==> config.mk <==
export PLATFORM = sky130hd
export DESIGN_NAME = ram_fifo_ctrl
export DESIGN_NICKNAME = d
export VERILOG_FILES = /design/src/rtl/ram_fifo_ctrl.sv
export SDC_FILE = /design/constraint.sdc
export NUM_CORES = 1
export LEC_CHECK = 0
export CAP_MARGIN = 5
export CORE_MARGIN = 5
export CORE_UTILIZATION = 23
export DETAILED_ROUTE_END_ITERATION = 16
export GPL_ROUTABILITY_DRIVEN = 0
export PLACE_DENSITY = 0.45
export SETUP_SLACK_MARGIN = 0.15
export SYNTH_ARGS = -nofsm -noshare
export SYNTH_HDL_FRONTEND = slang
export SYNTH_SLANG_ARGS = --single-unit
==> constraint.sdc <==
create_clock -name clk -period 4.7 [get_ports clk]
set_clock_uncertainty 0.2 [all_clocks]
set_input_delay 0.94 -clock clk [delete_from_list [all_inputs] [get_ports clk]]
set_output_delay 0.94 -clock clk [all_outputs]
set_load 0.05 [all_outputs]
==> src/rtl/ram_fifo_ctrl.sv <==
// FIFO controller around an external dual-port RAM with registered read data.
// A two-entry output buffer absorbs the RAM read latency so reads can stream at one word per cycle.
module ram_fifo_ctrl #(
   parameter int ADDR_WDT = 10,
   parameter int DATA_WDT = 8
) (
   input  logic                clk,
   input  logic                rst,
   input  logic                s_valid,
   output logic                s_ready,
   input  logic [DATA_WDT-1:0] s_data,
   output logic                m_valid,
   input  logic                m_ready,
   output logic [DATA_WDT-1:0] m_data,
   output logic                ram_rst,
   output logic [ADDR_WDT-1:0] ram_addra,
   output logic [DATA_WDT-1:0] ram_dina,
   output logic                ram_wea,
   output logic [ADDR_WDT-1:0] ram_addrb,
   output logic [DATA_WDT-1:0] ram_dinb,
   output logic                ram_web,
   input  logic [DATA_WDT-1:0] ram_doutb,
   output logic [ADDR_WDT+1:0] count,
   output logic                empty,
   output logic                full
);

   localparam int DEPTH = 2**ADDR_WDT;
   localparam logic [ADDR_WDT:0] DEPTH_CNT = (ADDR_WDT+1)'(DEPTH);

   logic [ADDR_WDT-1:0] wr_ptr;
   logic [ADDR_WDT-1:0] rd_ptr;
   logic [ADDR_WDT:0]   ram_cnt;
   logic                inflight;
   logic [1:0]          out_cnt;
   logic [DATA_WDT-1:0] buf_head;
   logic [DATA_WDT-1:0] buf_tail;

   logic       push;
   logic       pop;
   logic       rd_issue;
   logic       fill_head;
   logic [1:0] occ_after;

   always_comb begin
      s_ready   = !rst && (ram_cnt < DEPTH_CNT);
      m_valid   = !rst && (out_cnt != 2'd0);
      push      = s_valid && s_ready;
      pop       = m_valid && m_ready;
      // Buffer occupancy once this cycle's returning word lands and any pop leaves.
      occ_after = out_cnt + {1'b0, inflight} - {1'b0, pop};
      rd_issue  = (ram_cnt != '0) && (occ_after < 2'd2);
      fill_head = (out_cnt == {1'b0, pop});
   end

   assign ram_rst   = rst;
   assign ram_addra = wr_ptr;
   assign ram_dina  = s_data;
   assign ram_wea   = push;
   assign ram_addrb = rd_ptr;
   assign ram_dinb  = '0;
   assign ram_web   = 1'b0;
   assign m_data    = buf_head;
   assign count     = (ADDR_WDT+2)'(ram_cnt) + (ADDR_WDT+2)'(inflight) + (ADDR_WDT+2)'(out_cnt);
   assign empty     = (count == '0);
   assign full      = (ram_cnt == DEPTH_CNT);

   always_ff @(posedge clk) begin
      if (rst) begin
         wr_ptr   <= '0;
         rd_ptr   <= '0;
         ram_cnt  <= '0;
         inflight <= 1'b0;
         out_cnt  <= 2'd0;
         buf_head <= '0;
         buf_tail <= '0;
      end else begin
         if (push)
            wr_ptr <= wr_ptr + ADDR_WDT'(1);
         if (rd_issue)
            rd_ptr <= rd_ptr + ADDR_WDT'(1);
         case ({push, rd_issue})
            2'b10:   ram_cnt <= ram_cnt + (ADDR_WDT+1)'(1);
            2'b01:   ram_cnt <= ram_cnt - (ADDR_WDT+1)'(1);
            default: ram_cnt <= ram_cnt;
         endcase
         inflight <= rd_issue;
         out_cnt  <= occ_after;
         if (pop)
            buf_head <= buf_tail;
         // Returning RAM word goes to the first free slot after the pop shift.
         if (inflight) begin
            if (fill_head)
               buf_head <= ram_doutb;
            else
               buf_tail <= ram_doutb;
         end
      end
   end

endmodule

* Yosys cells after proc, flatten, opt, wreduce, memory -nomap -nowiden
Index checks and enable logic that the tools add are counted.
** Storage, ports and cells
- Register bits :: 50
- Bits of input ports :: 20
- Output and inout port bits :: 63
- Word-level logic and storage cells :: 37
** Cells by class
- $add $sub $neg :: 8
- Order comparisons :: 2
- Eq/ne operators :: 4
- Muxes and demuxes :: 4
- Bitwise operators :: 1
- Reduce and logical (&&, ||, !) cells :: 11
** Operators with widths (count)
- two-way mux 8 bit :: 3
- case mux 11 bit (2 select lines) :: 1
- adder 10 x 1 -> 10 bit (second input constant) :: 2
- adder 11 x 1 -> 12 bit :: 1
- adder 12 x 2 -> 12 bit :: 1
- logical NOT 12 bit :: 1
- adder 11 x 1 -> 11 bit (second input constant) :: 1
- == test 11 bit (second input constant) :: 1
- less-than comparator 11 bit (second input constant) :: 1
- nonzero test 11 bit :: 1
- subtractor 11 x 1 -> 11 bit (second input constant) :: 1
- logical AND 1 bit :: 5
- nonzero test 2 bit :: 2
- adder 2 x 1 -> 2 bit :: 1
- == test 2 x 1 -> 1 bit :: 1
- == test 2 x 1 -> 1 bit (second input constant) :: 1
- == test 2 bit (second input constant) :: 1
- less-than comparator 2 bit (second input constant) :: 1
- AND reduction 2 bit :: 1
- subtractor 2 x 1 -> 2 bit :: 1
- logical NOT 1 bit :: 1
- NOT 1 bit :: 1

* Depth between registers and ports, before layout
Gate-level depths: netlist of run 1.
- Depth after elaboration :: 8
- Gate-level depth with buffers :: 18
- Gate-level depth less buffers :: 18

* Worst setup path before layout of run 1
OpenSTA, ideal clock, no wires.
- Path kind :: in2reg
- Start point :: in rst
- End point :: reg ram_cnt[10]
- Setup time :: 121 ps
- Data arrival time :: 5539 ps
- Data required time :: 4379 ps
- Setup slack :: -1160 ps
- Stages on the path :: 17
- Buffers on the path :: 1
- Cell sequence :: clkbuf_1 -> a21oi_1 -> nand2_1 -> inv_1 -> ha_1 -> inv_1 -> ha_1 -> xnor3_1 -> o41ai_4 -> inv_4 -> ha_1 -> ha_1 -> nor2b_1 -> o31a_1 -> o31a_1 -> o311ai_1 -> mux2_2
** On the way
- Cells in the longest elaborated chain, start to end :: 8
- Elaborated cells on any way between the ends :: 12
- Classes of those cells :: add/sub: 1; order compare: 1; eq/ne: 2; mux: 1; reduce/logical: 7
** Ends and longest elaborated chain
- start: declaration :: line 8 : input logic rst,
- logical NOT 1 bit * :: line 47 : m_valid = !rst && (out_cnt != 2'd0);
- logical AND 1 bit * :: line 47
- via m_valid :: line 12 : output logic m_valid,
- logical AND 1 bit * :: line 49 : pop = m_valid && m_ready;
- subtractor 2 x 1 -> 2 bit * :: line 51 : occ_after = out_cnt + {1'b0, inflight} - {1'b0, pop};
- less-than comparator 2 bit * :: line 52 : rd_issue = (ram_cnt != '0) && (occ_after < 2'd2);
- logical AND 1 bit * :: line 52
- via rd_issue :: line 41 : logic rd_issue;
- == test 2 x 1 -> 1 bit / == test 2 bit (equally long branches) :: line 82 : case ({push, rd_issue})
- case mux 11 bit (2 select lines) / nonzero test 2 bit (equally long branches)
- end signal: assignment :: line 83 : 2'b10: ram_cnt <= ram_cnt + (ADDR_WDT+1)'(1);
- end signal: assignment :: line 84 : 2'b01: ram_cnt <= ram_cnt - (ADDR_WDT+1)'(1);
- end signal: assignment :: line 85 : default: ram_cnt <= ram_cnt;
- end: declaration :: line 33 : logic [ADDR_WDT:0] ram_cnt;
Mark *: on every way through the listed nets, which the timed path passes. The rest lies on a longest branch.
A chain may end at the register's enable or synchronous reset.

* Worst setup path after layout of run 1
- Start point :: reg ram_cnt[0]
- End point :: out count[6]
** On the way
- Cells in the longest elaborated chain, start to end :: 2
** Ends and longest elaborated chain
- adder 11 x 1 -> 12 bit :: line 64 : assign count = (ADDR_WDT+2)'(ram_cnt) + (ADDR_WDT+2)'(inflight) + (ADDR_WDT+2)'(out_cnt);
- adder 12 x 2 -> 12 bit :: line 64
- end: declaration :: line 23 : output logic [ADDR_WDT+1:0] count,
No other way between the ends.

==> results.md, run 1 <==
- DP HPWL: 6.04 mm
- Clk slew on worst S/H paths: 0.07 ns
- FMAX: about 230 MHz
- Antenna Violating Nets Remaining: 0
- Worst EP arrival: about 3.2 ns
- Drt initial violations: between 100 and 150
- Final period utilization: 91.4%
- Synth area leader: dfxtp_1
- # DRC: 0
- RSZ-0062 raised after global routing: false
- DR WL/cell: about 14 um
- Number of antenna violations at the first check in global routing: 0
- Avg Inst Size Synth: 8.23 um^2
- Pwr Total: around 0.0034 W
- H-tree levels: 2
- FFs w/ async S/R, synth: 0%
- WHS: 0.291 ns
- Post-Layout Cell Count: 594
- CP Max Fanout: 4
- Skew-Pair Late Insertion Delay: 0.29 ns
- Dpl cells: about 590
- Mapped Area: 3060 um^2
- Final #Nets: 456
- ANT cells: 0
- First-pass GRT wire length: 13.4 mm
- Router iterations before antenna repair: 4
- Slew margin rel.: 30.9%
- Cell row count: 42
- Die span in y: 125 um
- Via count: 2691
- Post-synth top area share: 32.7%
- Die X: 125 um
- Crit start category: flop
- Worst VDD drop: about 0.27 mV
- Share of cells above drive strength 1: under 10%
- Sink Count: 50
- Synth-to-layout area growth: 29.2%
- CTS tree: built
- Cell leakage power: 1.55 nW
- Final design utilization: around 30%
- Critical Path End Type: primary output
- Crit-path cells: inv_1 > fa_1 > fa_1 > or2b_1 > nor2_1 > xor2_1 > clkdlybuf4s50_1
- I/O pins: 83
- CTS Buffer Depth: 2
- Syn Inst Count: ~370
- Finished Cell Area: 3960 um^2
- Core footprint: between 10000 and 15000 um^2
- Worst-margin pin slew: 1.03 ns
- Final Max Tran Viols: 0
- FF-to-FF setup slack: ~0.8 ns
- Area of the multi-input gates: between 1500 and 2000 um^2
- # fillers: 1418
- GRT Util Overall: around a tenth
- Number of buffers created by CTS: 5
- Sequential fraction of the synthesis area: 32.7%
- Routed WL: 8.16 mm
- PD cells: 851 nW/um^2
- Syn. warnings: 0
- Fin. Hold Viols: 0
- Average via count per standard cell: 4.53
- Max_cap viols: 0
- CP max-delay cell: clkdlybuf4s50_1
- Worst Hold Class: reg2reg
- Status: finished clean
- FF+latch area: ~1000 um^2
- Min Tclk post-route: between 4 and 5 ns
- Setup bufs post-CTS: 0
- Yosys reg bits: 50
- Ys flop type: dfxtp_1
- Final setup viols: 0
- Crit Path Class: reg2out
- Number of synthesized flops with an enable pin: 0
- Largest net degree at the start of global routing: 56
- CTS root buf: clkbuf_16
- Initial core utilization: 23.3%
- I/O Buffers: 57
- Crit-path max cell delay: 0.82 ns
- Die area: 15700 um^2
- Netlist cell types: 52
- Grt ovf: 0
- CP most frequent cell: fa_1
- Placed Area: 3790 um^2
- Ranking of synthesized cells by area: dfxtp_1 33%, nor2_1 6.9%, ha_1 6.1%
- WP data required: 3.56 ns
- Vias in the first global route: 2599
==> where the power goes <==
part | switching (W) | internal, W
Sequential | 0.000148 | 0.000540
Clock | 0.000159 | 0.000263
Combinational | 0.00135 | 0.000907
Total | 0.00166 | 0.00171
==> worst paths after layout <==
| path | cells after the start | from | to |
|---|---|---|---|
| min reg2reg | 2 | m_data[2] | m_data[2] |
| max reg2reg | 18 | out_cnt[1] | ram_cnt[10] |
| max | 7 | ram_cnt[0] | count[6] |
| min | 2 | m_data[2] | m_data[2] |
==> metal layers <==
metal	global-route usage, %	up-vias	part of all wire (%)
met5	0	-	0
li1	-	1369	-
met4	2.87	0	0.89
met1	14.3	1250	50
met3	3.50	6	6.4
met2	15.0	66	43
==> timing repair <==
action                                  CTS  global route
gates resized for setup                   1             0
endpoints found under the setup margin    1             0
hold buffers                              0             0
==> critical path, delay by kind of cell (launching register included) <==
kind | cells | cell delay [ns]
XOR/XNOR | 1 | 0.16
adder cells (fa/ha/maj) | 2 | 0.93
buffers and inverters | 2 | 0.93
flip-flops | 1 | 0.39
AND/OR/NAND/NOR | 2 | 0.45
==> layout by cell type, fill, tap and decap left out, drive strengths merged, types with 2 or more instances in the layout <==
master / n
nor4: 5
nand2: 25
a21oi: 16
o31a: 4
or4: 6
conb: 9
o311ai: 3
fa: 3
nand3: 20
a311oi: 8
o21ai: 9
inv: 18
nand4: 9
nand3b: 2
a211oi: 2
mux2i: 9
or3: 3
nor3: 8
clkdlybuf4s50: 53
xor2: 15
buf: 13
ha: 15
or2: 2
xnor2: 14
dfxtp: 50
a2111oi: 2
and2: 3
nor2: 56
nor2b: 6
and3: 2
a21o: 3
clkbuf: 6
o21a: 4
==> area by class of cell <==
class                   count  share of cell area (%)
inverters                  18                    1.77
multi-input cells         276                    47.1
flip-flops and latches     50                    25.3
clock buffers               6                    3.51
repair buffers             67                    16.0
well taps                 176                    5.56
clock inverters             1                   0.759
==> synthesized netlist by cell type, drive strengths merged (4+ instances only) <==
| cell type | n |
|---|---|
| inv | 18 |
| nor3 | 8 |
| xor2 | 15 |
| ha | 15 |
| clkbuf | 14 |
| nand4 | 9 |
| nand2 | 25 |
| xnor2 | 14 |
| nor4 | 5 |
| dfxtp | 50 |
| nor2b | 6 |
| or4 | 6 |
| nand3 | 20 |
| a21oi | 16 |
| o31a | 4 |
| buf | 22 |
| o21ai | 9 |
| mux2i | 9 |
| a311oi | 8 |
| o21a | 4 |
| nor2 | 56 |
==> kinds of logic (layout without fill, tap and decap cells) <==
logic type / Yosys count / count (layout) / share of synthesized area (%)
buffers and inverters: 54 / 92 / 9.07
flip-flops: 50 / 50 / 32.7
XOR/XNOR: 30 / 30 / 9.03
AO/OA/AOI/OAI: 57 / 57 / 13.5
other: 1 / 9 / 0.122
multiplexers: 10 / 10 / 3.31
adder cells (fa/ha/maj): 18 / 18 / 8.09
AND/OR/NAND/NOR: 152 / 152 / 24.2
==> per-stage QoR <==
stage	setup slack (ns)	TNS, ns
floorplan	-0.0134	-0.0134
global placement	0.138	0
detailed placement	0.0891	0
CTS	0.371	0
global route	0.178	0
finish	0.402	0
==> state kept, by name, summed over array words and instances (netlist names) <==
register	count
ram_addra	10
inflight	1
ram_cnt	11
ram_addrb	10
out_cnt	2
m_data	8
buf_tail	8
(Power assumes the default switching activity.)
==> run 2: changes to the inputs <==
--- a/config.mk
+++ b/config.mk
@@ -5,13 +5,14 @@
 export SDC_FILE = /design/constraint.sdc
 export NUM_CORES = 1
 export LEC_CHECK = 0
-export CAP_MARGIN = 5
+export CAP_MARGIN = 20
 export CORE_MARGIN = 5
 export CORE_UTILIZATION = 23
 export DETAILED_ROUTE_END_ITERATION = 16
 export GPL_ROUTABILITY_DRIVEN = 0
 export PLACE_DENSITY = 0.45
 export SETUP_SLACK_MARGIN = 0.15
+export SKIP_CTS_REPAIR_TIMING = 1
 export SYNTH_ARGS = -nofsm -noshare
 export SYNTH_HDL_FRONTEND = slang
 export SYNTH_SLANG_ARGS = --single-unit
==> run 2 against run 1 <==
Against the previous run: cell count is the same; first-iteration DRC count is the same; clock-buffer cell count is the same; global-route usage is the same; maximum frequency is essentially flat; clock power is essentially flat; sequential share of layout area is essentially flat; die area is the same; core utilization is essentially flat; critical path type unchanged; critical endpoint unchanged; highest routed layer unchanged.
==> results.md, run 2 (same netlist as run 1, synthesis figures left out) <==
- Status: finished clean
- FMAX: about 230 MHz
- Vias in the first global route: 2599
- Die area: 15700 um^2
- Worst Hold Class: reg2reg
- Area of the multi-input gates: around 1900 um^2
- CTS root buf: clkbuf_16
- Hold path endpoint: m_data[2]
- Initial core utilization: 23.3%
- Routed WL: 8.17 mm
- Cell row count: 42
- WHS: approximately 0.29 ns
- Final setup viols: 0
- # DRC: 0
- Die X: 125 um
- # fillers: between 1000 and 1500
- Gr busiest metal: met2
- Worst-margin pin slew: just over 1 ns
- Clk pwr share: 12.5%
- Crit-path cells: inv_1 > fa_1 > fa_1 > or2b_1 > nor2_1 > xor2_1 > clkdlybuf4s50_1
- Skew-Pair Late Insertion Delay: approximately 0.29 ns
- ANT cells: 0
- Grt met1 use: 14.3%
- CP max-delay cell: clkdlybuf4s50_1
- Reg power frac: between 20% and 30%
- Met3 Resource Use GR: 3.50%
- Net Sw Frac: 49.2%
- Via count: 2685
- Average via count per standard cell: 4.52
- Crit Path Class: reg2out
- Min Tclk post-route: 4.30 ns
- Drt initial violations: 111
- Internal power: 0.00171 W
- I/O Buffers: 57
- Max reg flops: 11
- First-pass GRT wire length: about 13 mm
- Final Max Tran Viols: 0
- DR WL/cell: 13.7 um
- Dpl cells: 587
- Most frequent cells in the layout: 56 x nor2_1, 53 x clkdlybuf4s50_1, 50 x dfxtp_1, 24 x nand2_1, 20 x nand3_1
- Max_cap viols: 0
- RSZ-0062 raised after global routing: false
- Crit start category: flop
- Grt ovf: 0
- CP Max Fanout: 4
- Crit-path leading delay family: adder cells
- Critical Path End Type: primary output
- Fin. Hold Viols: 0
- DP HPWL: between 6 and 7 mm
- Core footprint: around 13000 um^2
- CP most frequent cell: fa_1
- Crit-path max cell delay: just over 0.8 ns
- Met2 Resource Use GR: 15.0%
- Worst EP arrival: 3.16 ns
- Slew margin rel.: between 30 and 40%
- PD cells: 851 nW/um^2
- Logic pwr share: 67.1%
- Number of buffers created by CTS: 5
- Clk slew on worst S/H paths: 0.07 ns
- CTS Buffer Depth: 2
- NetSw: 0.00166 W
- Worst hold start: m_data[2]
- Cell leakage power: 1.56 nW
- Number of antenna violations at the first check in global routing: 0
- Final #Nets: 456
- Reg-to-reg endpoint: ram_cnt[10]
- Final period utilization: 91.5%
- Die span in y: roughly 130 um
- Share of cells above drive strength 1: 8.37%
- Bufs and invs on worst path: 2
- GRT Util Overall: 10.2%
- Largest net degree at the start of global routing: 56
- Most common cell after layout, fill and taps aside: nor2_1
- Hold Path Cell Cnt: 2
- FF+latch area: 1000 um^2
- FF-to-FF setup slack: about 0.82 ns
- Reg2reg start: out_cnt[1]
- Antenna Violating Nets Remaining: 0
- H-tree levels: 2
- Sink Count: 50
- WP data required: 3.56 ns
- Worst reg2reg path depth: 18
- CTS tree: built
- Worst VDD drop: around 0.27 mV
- Post-Layout Cell Count: 594
- I/O pins: 83
- Synth-to-layout area growth: 29.4%
- Top reg by flops: ram_cnt
- Router iterations before antenna repair: 4
[run 2: cell types whose count changed in the layout (fill, tap and decap cells not counted)]
cell            delta
dlygate4sd2_1      -1
dlymetal6s2s_1     +1
[run 2: power by group through the flow]
| stage | clock network [W] | registers, W | logic [W] |
|---|---|---|---|
| 2_1_floorplan | 0 | 0.000771 | 0.00156 |
| 3_3_place_gp | 0 | 0.000698 | 0.00225 |
| 3_5_place_dp | 0 | 0.000696 | 0.00227 |
| 4_1_cts | 0.000440 | 0.000688 | 0.00227 |
| 5_1_grt | 0.000454 | 0.000708 | 0.00250 |
| 6_report | 0.000422 | 0.000688 | 0.00226 |
[run 2: how the worst max path moves through the flow]
stage / from / endpoint / slack, ns / depth (start not counted)
2_1_floorplan: rst / ram_cnt[10] / -0.01 / 17
3_3_place_gp: m_ready / ram_cnt[10] / 0.14 / 16
3_5_place_dp: m_ready / ram_cnt[10] / 0.09 / 17
4_1_cts: ram_cnt[0] / count[8] / 0.11 / 9
5_1_grt: m_ready / ram_cnt[10] / 0.18 / 17
6_report: ram_cnt[0] / count[6] / 0.40 / 7
[run 2: worst reg2reg max path, stage by stage (launching register included)]
cell      delay [ns]
dfxtp_1         0.41
inv_1           0.17
a21oi_4         0.19
nand2_4         0.06
inv_2           0.04
ha_1            0.22
inv_1           0.08
ha_1            0.15
xnor3_1         0.27
o41ai_4         0.09
inv_4           0.06
ha_4            0.19
inv_1           0.11
fa_1            0.21
nor2b_1         0.08
o31a_1          0.35
o31a_1          0.25
o311ai_1        0.28
mux2_2          0.36
[run 2: area by class of cell]
cell class,instances,area share (%)
clock buffer,6,3.50
clock inverter,1,0.758
inverter,18,1.77
multi-input combinational,276,47.0
sequential,50,25.3
tap,176,5.56
timing repair buffer,67,16.1
[run 2: layer usage]
layer  routed length, um  share of wire [%]
met1                4100                 50
met2                3480                 43
met3                 517                6.3
met4                  73               0.89
met5                   0                  0
[run 2: metrics by stage]
step / power (W) / setup TNS [ns] / setup WS [ns] / utilization (%) / area, um^2
final: 0.00337 / 0 / 0.399 / 30.2 / 3960
after detailed placement: 0.00296 / 0 / 0.0891 / 28.9 / 3790
after CTS: 0.00340 / 0 / 0.111 / 30.1 / 3960
after global placement: 0.00295 / 0 / 0.138 / 28.9 / 3790
after global routing: 0.00366 / 0 / 0.178 / 30.2 / 3960
after floorplan: 0.00234 / -0.0134 / -0.0134 / - / 3150
==> run 3: changes to the inputs <==
--- a/config.mk
+++ b/config.mk
@@ -5,7 +5,7 @@
 export SDC_FILE = /design/constraint.sdc
 export NUM_CORES = 1
 export LEC_CHECK = 0
-export CAP_MARGIN = 20
+export CAP_MARGIN = 10
 export CORE_MARGIN = 5
 export CORE_UTILIZATION = 23
 export DETAILED_ROUTE_END_ITERATION = 16
==> results of run 3 <==
No change in the layout: final DEF, timing and power equal those of run 2.
